<file path="config.mk">
export PLATFORM = sky130hd
export DESIGN_NAME = fft_sum_round_sat
export DESIGN_NICKNAME = d
export VERILOG_FILES = /design/src/rtl/fft_sum_round_sat.sv
export SDC_FILE = /design/constraint.sdc
export NUM_CORES = 1
export LEC_CHECK = 0
export CAP_MARGIN = 20
export CORE_AREA = 2 2 102 104
export CTS_BUF_LIST = sky130_fd_sc_hd__clkbuf_4
export DETAILED_ROUTE_END_ITERATION = 16
export DIE_AREA = 0 0 104 106
export HOLD_SLACK_MARGIN = 0.08
export PLACE_DENSITY = 0.81
export SLEW_MARGIN = 10
export SYNTH_ARGS = -nofsm -noshare
export SYNTH_HDL_FRONTEND = slang
export SYNTH_SLANG_ARGS = --single-unit
</file>
<file path="constraint.sdc">
create_clock -name clk -period 2.8 [get_ports clk]
set_input_delay 0.7 -clock clk [delete_from_list [all_inputs] [get_ports clk]]
set_output_delay 0.7 -clock clk [all_outputs]
set_load 0.05 [all_outputs]
</file>
<file path="src/rtl/fft_sum_round_sat.sv">
// Output conditioning after complex_adder: optional /2 round-half-up, saturate to WIDTH,
// 2-entry skid buffer, frame tracking with sticky saturation. FFT_SAT_STATS_EN adds sat_count.
module fft_sum_round_sat #(
  parameter int  WIDTH     = 16,
  parameter int  FRAME_MAX = 1024,
  localparam int CW        = $clog2(FRAME_MAX) + 1
) (
  input  logic             clk,
  input  logic             rst_n,
  input  logic             in_valid,
  output logic             in_ready,
  input  logic [WIDTH:0]   in_real,
  input  logic [WIDTH:0]   in_imag,
  input  logic             in_last,
  input  logic             scale_en,
  output logic             out_valid,
  input  logic             out_ready,
  output logic [WIDTH-1:0] out_real,
  output logic [WIDTH-1:0] out_imag,
  output logic             out_last,
  output logic             out_sat,
  output logic             frame_done,
`ifdef FFT_SAT_STATS_EN
  output logic [CW-1:0]    sat_count,
`endif
  output logic             frame_sat
);

  localparam logic signed [WIDTH+1:0] ONE  = (WIDTH+2)'(1);
  localparam logic signed [WIDTH+1:0] SMAX = {3'b000, {(WIDTH-1){1'b1}}};
  localparam logic signed [WIDTH+1:0] SMIN = {3'b111, {(WIDTH-1){1'b0}}};

  typedef enum logic {IDLE, ACTIVE} frame_state_e;

  typedef struct packed {
    logic             last;
    logic             sat;
    logic [WIDTH-1:0] re;
    logic [WIDTH-1:0] im;
  } entry_t;

  // Returns {sat_flag, saturated WIDTH-bit value}.
  function automatic logic [WIDTH:0] condition(input logic [WIDTH:0] x, input logic scale);
    logic signed [WIDTH+1:0] ext;
    logic signed [WIDTH+1:0] y;
    logic [WIDTH:0]          res;
    ext = signed'({x[WIDTH], x});
    y   = scale ? ((ext + ONE) >>> 1) : ext;
    if (y > SMAX) begin
      res = {1'b1, SMAX[WIDTH-1:0]};
    end else if (y < SMIN) begin
      res = {1'b1, SMIN[WIDTH-1:0]};
    end else begin
      res = {1'b0, y[WIDTH-1:0]};
    end
    return res;
  endfunction

  entry_t        mem_q [2];
  entry_t        wr_entry;
  logic          wr_ptr_q, rd_ptr_q;
  logic [1:0]    count_q, count_d;
  logic          in_ready_q;
  frame_state_e  state_q, state_d;
  logic [CW-1:0] smp_cnt_q, smp_cnt_d, smp_base;
  logic          sticky_q, sticky_d;
  logic          push, pop, frame_end;
  logic [WIDTH:0] re_c, im_c;
`ifdef FFT_SAT_STATS_EN
  logic [CW-1:0] sat_cnt_q, sat_cnt_d;
`endif

  assign in_ready   = in_ready_q;
  assign out_valid  = (count_q != 2'd0);
  assign out_real   = mem_q[rd_ptr_q].re;
  assign out_imag   = mem_q[rd_ptr_q].im;
  assign out_last   = out_valid & mem_q[rd_ptr_q].last;
  assign out_sat    = out_valid & mem_q[rd_ptr_q].sat;
  assign push       = in_valid & in_ready_q;
  assign pop        = out_valid & out_ready;
  assign frame_done = pop & out_last;
  // The closing beat's own saturation is folded in here, before the sticky flag sees it.
  assign frame_sat  = frame_done & (sticky_q | out_sat);
`ifdef FFT_SAT_STATS_EN
  assign sat_count  = sat_cnt_q + CW'(pop & out_sat);
`endif

  always_comb begin
    re_c          = condition(in_real, scale_en);
    im_c          = condition(in_imag, scale_en);
    smp_base      = (state_q == IDLE) ? '0 : smp_cnt_q;
    frame_end     = in_last | (smp_base == CW'(FRAME_MAX - 1));
    wr_entry.last = frame_end;
    wr_entry.sat  = re_c[WIDTH] | im_c[WIDTH];
    wr_entry.re   = re_c[WIDTH-1:0];
    wr_entry.im   = im_c[WIDTH-1:0];

    count_d = count_q;
    if (push && !pop) begin
      count_d = count_q + 2'd1;
    end else if (pop && !push) begin
      count_d = count_q - 2'd1;
    end

    state_d   = state_q;
    smp_cnt_d = smp_cnt_q;
    if (push) begin
      if (frame_end) begin
        state_d   = IDLE;
        smp_cnt_d = '0;
      end else begin
        state_d   = ACTIVE;
        smp_cnt_d = smp_base + CW'(1);
      end
    end

    sticky_d = frame_done ? 1'b0 : (sticky_q | (pop & out_sat));
`ifdef FFT_SAT_STATS_EN
    sat_cnt_d = frame_done ? '0 : (sat_cnt_q + CW'(pop & out_sat));
`endif
  end

  always_ff @(posedge clk or negedge rst_n) begin
    if (!rst_n) begin
      mem_q[0]   <= '0;
      mem_q[1]   <= '0;
      wr_ptr_q   <= 1'b0;
      rd_ptr_q   <= 1'b0;
      count_q    <= 2'd0;
      in_ready_q <= 1'b0;
      state_q    <= IDLE;
      smp_cnt_q  <= '0;
      sticky_q   <= 1'b0;
`ifdef FFT_SAT_STATS_EN
      sat_cnt_q  <= '0;
`endif
    end else begin
      if (push) begin
        mem_q[wr_ptr_q] <= wr_entry;
        wr_ptr_q        <= ~wr_ptr_q;
      end
      if (pop) begin
        rd_ptr_q <= ~rd_ptr_q;
      end
      count_q    <= count_d;
      // Registered ready: a beat is only accepted when a slot is guaranteed free.
      in_ready_q <= (count_d != 2'd2);
      state_q    <= state_d;
      smp_cnt_q  <= smp_cnt_d;
      sticky_q   <= sticky_d;
`ifdef FFT_SAT_STATS_EN
      sat_cnt_q  <= sat_cnt_d;
`endif
    end
  end

endmodule
</file>
# Word-level counts from Yosys, hierarchy flattened
# Cells that the tools add are included.
dict set report totals {
  ff_bits 86
  output_inout_bits 38
  wordCells 68
}
dict set report op_classes {
  add_sub_neg 5
  order_cmp 7
  eq_ne 2
  n_mux 18
  n_bitwise 15
  n_reduce_logical 6
}
# op count
set ops {}
lappend ops {{34-bit two-way mux} 4}
lappend ops {{68-bit bitwise mux} 1}
lappend ops {{17-bit two-way mux} 4}
lappend ops {{17-bit by 2-bit adder with 18-bit output, second input constant} 2}
lappend ops {{18-bit by 16-bit greater-than comparator with 1-bit output, second input constant} 2}
lappend ops {{18-bit by 16-bit < comparator with 1-bit output, second input constant} 2}
lappend ops {{18-bit two-way mux} 2}
lappend ops {{34-bit demux with 1-bit select} 1}
lappend ops {{11-bit two-way mux} 2}
lappend ops {{11-bit by 1-bit adder with 11-bit output, second input constant} 1}
lappend ops {{11-bit by 10-bit equality test with 1-bit output, second input constant} 1}
lappend ops {{1-bit AND} 7}
lappend ops {{2-bit >= comparator, second input constant} 2}
lappend ops {{2-bit two-way mux} 2}
lappend ops {{1-bit NOT with 2-bit output} 2}
lappend ops {{1-bit bitwise OR} 4}
lappend ops {{1-bit logical AND} 3}
lappend ops {{2-bit by 1-bit adder with 2-bit output, second input constant} 1}
lappend ops {{1-bit zero test} 2}
lappend ops {{2-bit by 1-bit < comparator with 1-bit output, second input constant} 1}
lappend ops {{1-bit two-way mux} 2}
lappend ops {{2-bit inequality test, second input constant} 1}
lappend ops {{1-bit NOT} 2}
lappend ops {{2-bit nonzero test} 1}
lappend ops {{2-bit by 1-bit subtractor with 2-bit output, second input constant} 1}

# Longest topological paths before layout
dict set report logic_depth {
  word_depth 8
  mapped_depth 9
}

# Worst setup path after synthesis
# OpenSTA, ideal clock, no wires.
dict set report synth_path {
  path_type {reg2out}
  start {register rd_ptr_q}
  end {output frame_sat}
  arrival_time_ns 2.437
  required_ns 2.100
  path_slack_ns -0.337
  path_stages_with_launch 6
  path_buffers 1
  path_cell_list {dfrtp_1 clkbuf_1 mux2i_1 nor2_1 and2_1 o21a_1}
}
dict set report synth_between {
  elab_chain_cells 7
}
# item line_no
set synth_lines {}
lappend synth_lines {{start, declared} 61} ;# logic wr_ptr_q, rd_ptr_q;
lappend synth_lines {{start signal, assigned} 143} ;# rd_ptr_q <= ~rd_ptr_q;
lappend synth_lines {{1-bit NOT with 2-bit output (implied by the code)} 77} ;# assign out_last = out_valid & mem_q[rd_ptr_q].last;
lappend synth_lines {{34-bit two-way mux (implied by the code) (3 in a row)} 78} ;# assign out_sat = out_valid & mem_q[rd_ptr_q].sat;
lappend synth_lines {{1-bit AND} 77}
lappend synth_lines {{net out_last} 20} ;# output logic out_last,
lappend synth_lines {{1-bit AND} 81} ;# assign frame_done = pop & out_last;
lappend synth_lines {{net frame_done} 22} ;# output logic frame_done,
lappend synth_lines {{1-bit AND} 83} ;# assign frame_sat = frame_done & (sticky_q | out_sat);
lappend synth_lines {{end, declared} 26} ;# output logic frame_sat
# The timed path passes the listed nets, and every way through them passes these cells. The select of a mux whose other input is x is not followed.

# Worst setup path after layout
dict set report layout_path {
  start {register rd_ptr_q}
  end {output out_real[11]}
}
dict set report layout_between {
  elab_chain_cells 4
}
# item line_no
set layout_lines {}
lappend layout_lines {{1-bit NOT with 2-bit output (implied by the code)} 75} ;# assign out_real = mem_q[rd_ptr_q].re;
lappend layout_lines {{34-bit two-way mux (3 in a row)} n/a}
lappend layout_lines {{end, declared} 18} ;# output logic [WIDTH-1:0] out_real,
# Every way passes these cells. The select of a mux whose other input is x is not followed.

==> implementation parameters <==
Parameter                              Value

Timing
  Fmax    370.2 MHz
  Transition time at the pin with the least slew margin    606.7 ps
  Final critical path time including I/O delays and setup    2702 ps
  RSZ-0062 raised after global routing    no
  Final period utilization    96.48%
  Minimum hold slack    254.3 ps
  Min setup slack post-route    98.47 ps
  Number of failing hold endpoints at the final stage    0
  Post-Route Skew    14.99 ps
  Fin. max-slew vios    0
  Endpoints failing setup    0
  Relative slew slack    59.56%

Placed design
  Quantity of I/O buffers inserted on ports    77
  Gp weighted congestion    0.9162
  Post-DP Area    7221 sq um
  Post-detail-place hpwl    12130 microns
  Post-Place Worst Slack    -275.3 ps

Route
  Post-route ant nets    0
  Detailed router's first-iteration violation count    357
  Wirelength, routed    15690 microns
  Routed wire length per instance    17.14 microns
  Via count    5405
  Remaining DRCs    0
  Via count normalized by instance count    5.907
  First drt pass iteration count    5

Logic synthesis
  Number of enable-type register cells in the synthesized netlist    0
  Number of nets produced by synthesis    667
  Count of different cell masters after synthesis    59
  Top-count cell post-synth    nand2_1
  Share of async-settable or async-resettable flops after synthesis    100.0%
  Post-synth design cell area    5308 sq um
  Synthesized-area fraction occupied by ao, oa, aoi and oai cells    22.35%
  YS warnings    0
  Portion of synthesized cell area occupied by the leading cell type    40.55%
  Leading cell types by total area after synthesis    dfrtp_1 41%, mux2_2 8.1%, nand2_1 7.1%, o21ai_0 5.3%, a21oi_1 3.6%
  Dominant combinational cell family by area after synthesis    compound AO/OA/AOI/OAI gates
  Flip-flop and latch count after synthesis    86
  Cell accounting for the most synthesized area    dfrtp_1
  Post-synthesis share of cell area spent on full adders, half adders and majority gates    1.367%
  Mux cell area share after synthesis    9.382%
  Synth Area in XOR/XNOR    1.815%
  Most used flip-flop cell after synthesis    dfrtp_1
  Simple-gate share of the synthesized area    20.60%
  Synthesized area divided by synthesized cell count    8.519 sq um
  Gate count after technology mapping    623
  List of most frequent post-synthesis cells    101 x nand2_1, 86 x dfrtp_1, 56 x o21ai_0
  Proportion of synthesized chip area in sequential cells    40.55%

Critical path
  Slowest stage delay, CP    670 ps
  Critical Path Slowest Stage Cell    dfrtp_1
  Crit start category    flop
  Worst path buffer plus inverter count    2
  Required time worst endpoint    2100 ps
  Family of cells with the greatest summed delay on the critical path    flip-flops
  Critical-path maximum fanout    13
  Worst setup path category    reg2out
  Worst-path cell chain    buf_4 > mux2_2 > buf_12
  Crit end category    output pin
  Data arrival time of the critical path    2000 ps

CTS
  Worst-skew pair later-pin latency    450 ps
  Cells resized by post-CTS repair    0
  Clock tree root buffer cell    clkbuf_4
  Number of sinks driven by the clock tree    86
  Number of buffers added to fix hold violations after cts    0
  H-tree levels    3
  CTS tree    built
  CTS clk-pin slew, worst paths    130 ps
  Buffer depth of the longest clock path    2
  Postcts setup bufs    0
  Number of clock buffers inserted by TritonCTS    9

Global routing
  Maximum number of pins on one net before global-route repair    48
  All-Layer GR Usage    29.27%
  Via count of the first global-routing pass    5333
  Antenna violations before repair    0
  GRT overflow    0
  Wire length of the first global-routing pass    25890 microns

Pwr
  Reported leakage power    3.210 nW
  Ratio of total power to cell area    1054 nW/um^2
  Overall power consumption    7.763 mW
  Worst IR drop on VDD    0.0006723 V

Floorplan
  Area enclosed by the die boundary    11020 sq um
  Std-Cell Rows    37
  Die span in y    106 microns
  Floorplan Core Area    10000 sq um
  Total I/O pin count    78
  Starting density of the core    53.08%
  Width of the die    104 microns

Layout
  Total number of nets in the final design    817
  Fraction of layout instances using a drive strength above 1    26.35%
  Number of fillers in the final layout    764
  Final cell area excluding filler cells    7363 sq um
  Area Overhead vs Synth    38.73%

Run
  Number of max-capacitance violations reported    0

Status
  Run status    complete, no violations

Hold path
  Worst min-delay path class    in2async
## per-stage QoR
| step | cells | utilization, % | setup TNS, ps |
|---|---|---|---|
| floorplan | 623 | - | 0 |
| global placement | 898 | 72.21 | -4782 |
| detailed placement | 898 | 72.21 | -8916 |
| CTS | 914 | 73.61 | 0 |
| global route | 914 | 73.61 | 0 |
| finish | 915 | 73.64 | 0 |
## sequential cells by signal (all words and copies together) (netlist names)
| signal | count |
|---|---|
| state_q | 1 |
| mem_q | 68 |
| rd_ptr_q | 1 |
| in_ready | 1 |
| wr_ptr_q | 1 |
| sticky_q | 1 |
| smp_cnt_q | 11 |
| count_q | 2 |
## kinds of logic after synthesis
kind of cell             Yosys count
flip-flops                        86
adder cells (fa/ha/maj)            6
buffers and inverters             51
XOR/XNOR                          11
multiplexers                      45
AND/OR/NAND/NOR                  229
AO/OA/AOI/OAI                    195
## placed cells by master, fill, tap and decap left out, types with 11 or more instances in the layout
cell	n
a211oi_1	11
a21oi_1	38
a31oi_1	11
buf_12	37
buf_4	102
clkdlybuf4s50_1	40
dfrtp_1	86
inv_1	11
mux2_2	38
nand2_1	101
nand3_1	21
nand4_1	12
nor2_1	41
o21ai_0	56
o21ai_1	29
## metal layers
layer  routed length (microns)  up-vias  global-route usage [%]
met5                         0        -                       0
met4                       186        0                   8.687
met3                       777       18                   4.844
met2                      7600      169                   48.21
met1                      7120     2627                   40.00
li1                          -     2591                       -
## worst paths after layout
| kind | startpoint | to | slack (ps) | cells after the start |
|---|---|---|---|---|
| setup reg to reg | state_q$_DFFE_PN0P_ | smp_cnt_q[6]$_DFFE_PN0P_ | 390 | 8 |
| setup / recovery | rd_ptr_q$_DFFE_PN0P_ | out_real[11] | 100 | 3 |
| min in group clk | mem_q[42]$_DFFE_PN0P_ | mem_q[42]$_DFFE_PN0P_ | 500 | 2 |
| max in group asynchronous | rst_n | mem_q[48]$_DFFE_PN0P_ | 1910 | 2 |
| hold / removal | rst_n | mem_q[3]$_DFFE_PN0P_ | 250 | 1 |
| hold reg to reg | mem_q[42]$_DFFE_PN0P_ | mem_q[42]$_DFFE_PN0P_ | 500 | 2 |
## power breakdown
group | switching [mW] | internal [mW]
sequential | 0.326 | 1.76
combinational | 2.71 | 2.26
clock | 0.441 | 0.275
total | 3.47 | 4.29
## cell type report
type	instances	area (sq um)	area share (%)
Clock inverter	7	72.57	0.9856
Timing Repair Buffer	179	1907	25.90
Inverter	11	41.29	0.5607
Multi-Input combinational cell	486	2950	40.07
Clock buffer	9	67.56	0.9176
Antenna cell	1	2.502	0.03398
Tap cell	136	170.2	2.311
Sequential cell	86	2152	29.23
Note: power is estimated with default switching activity, not from simulation.
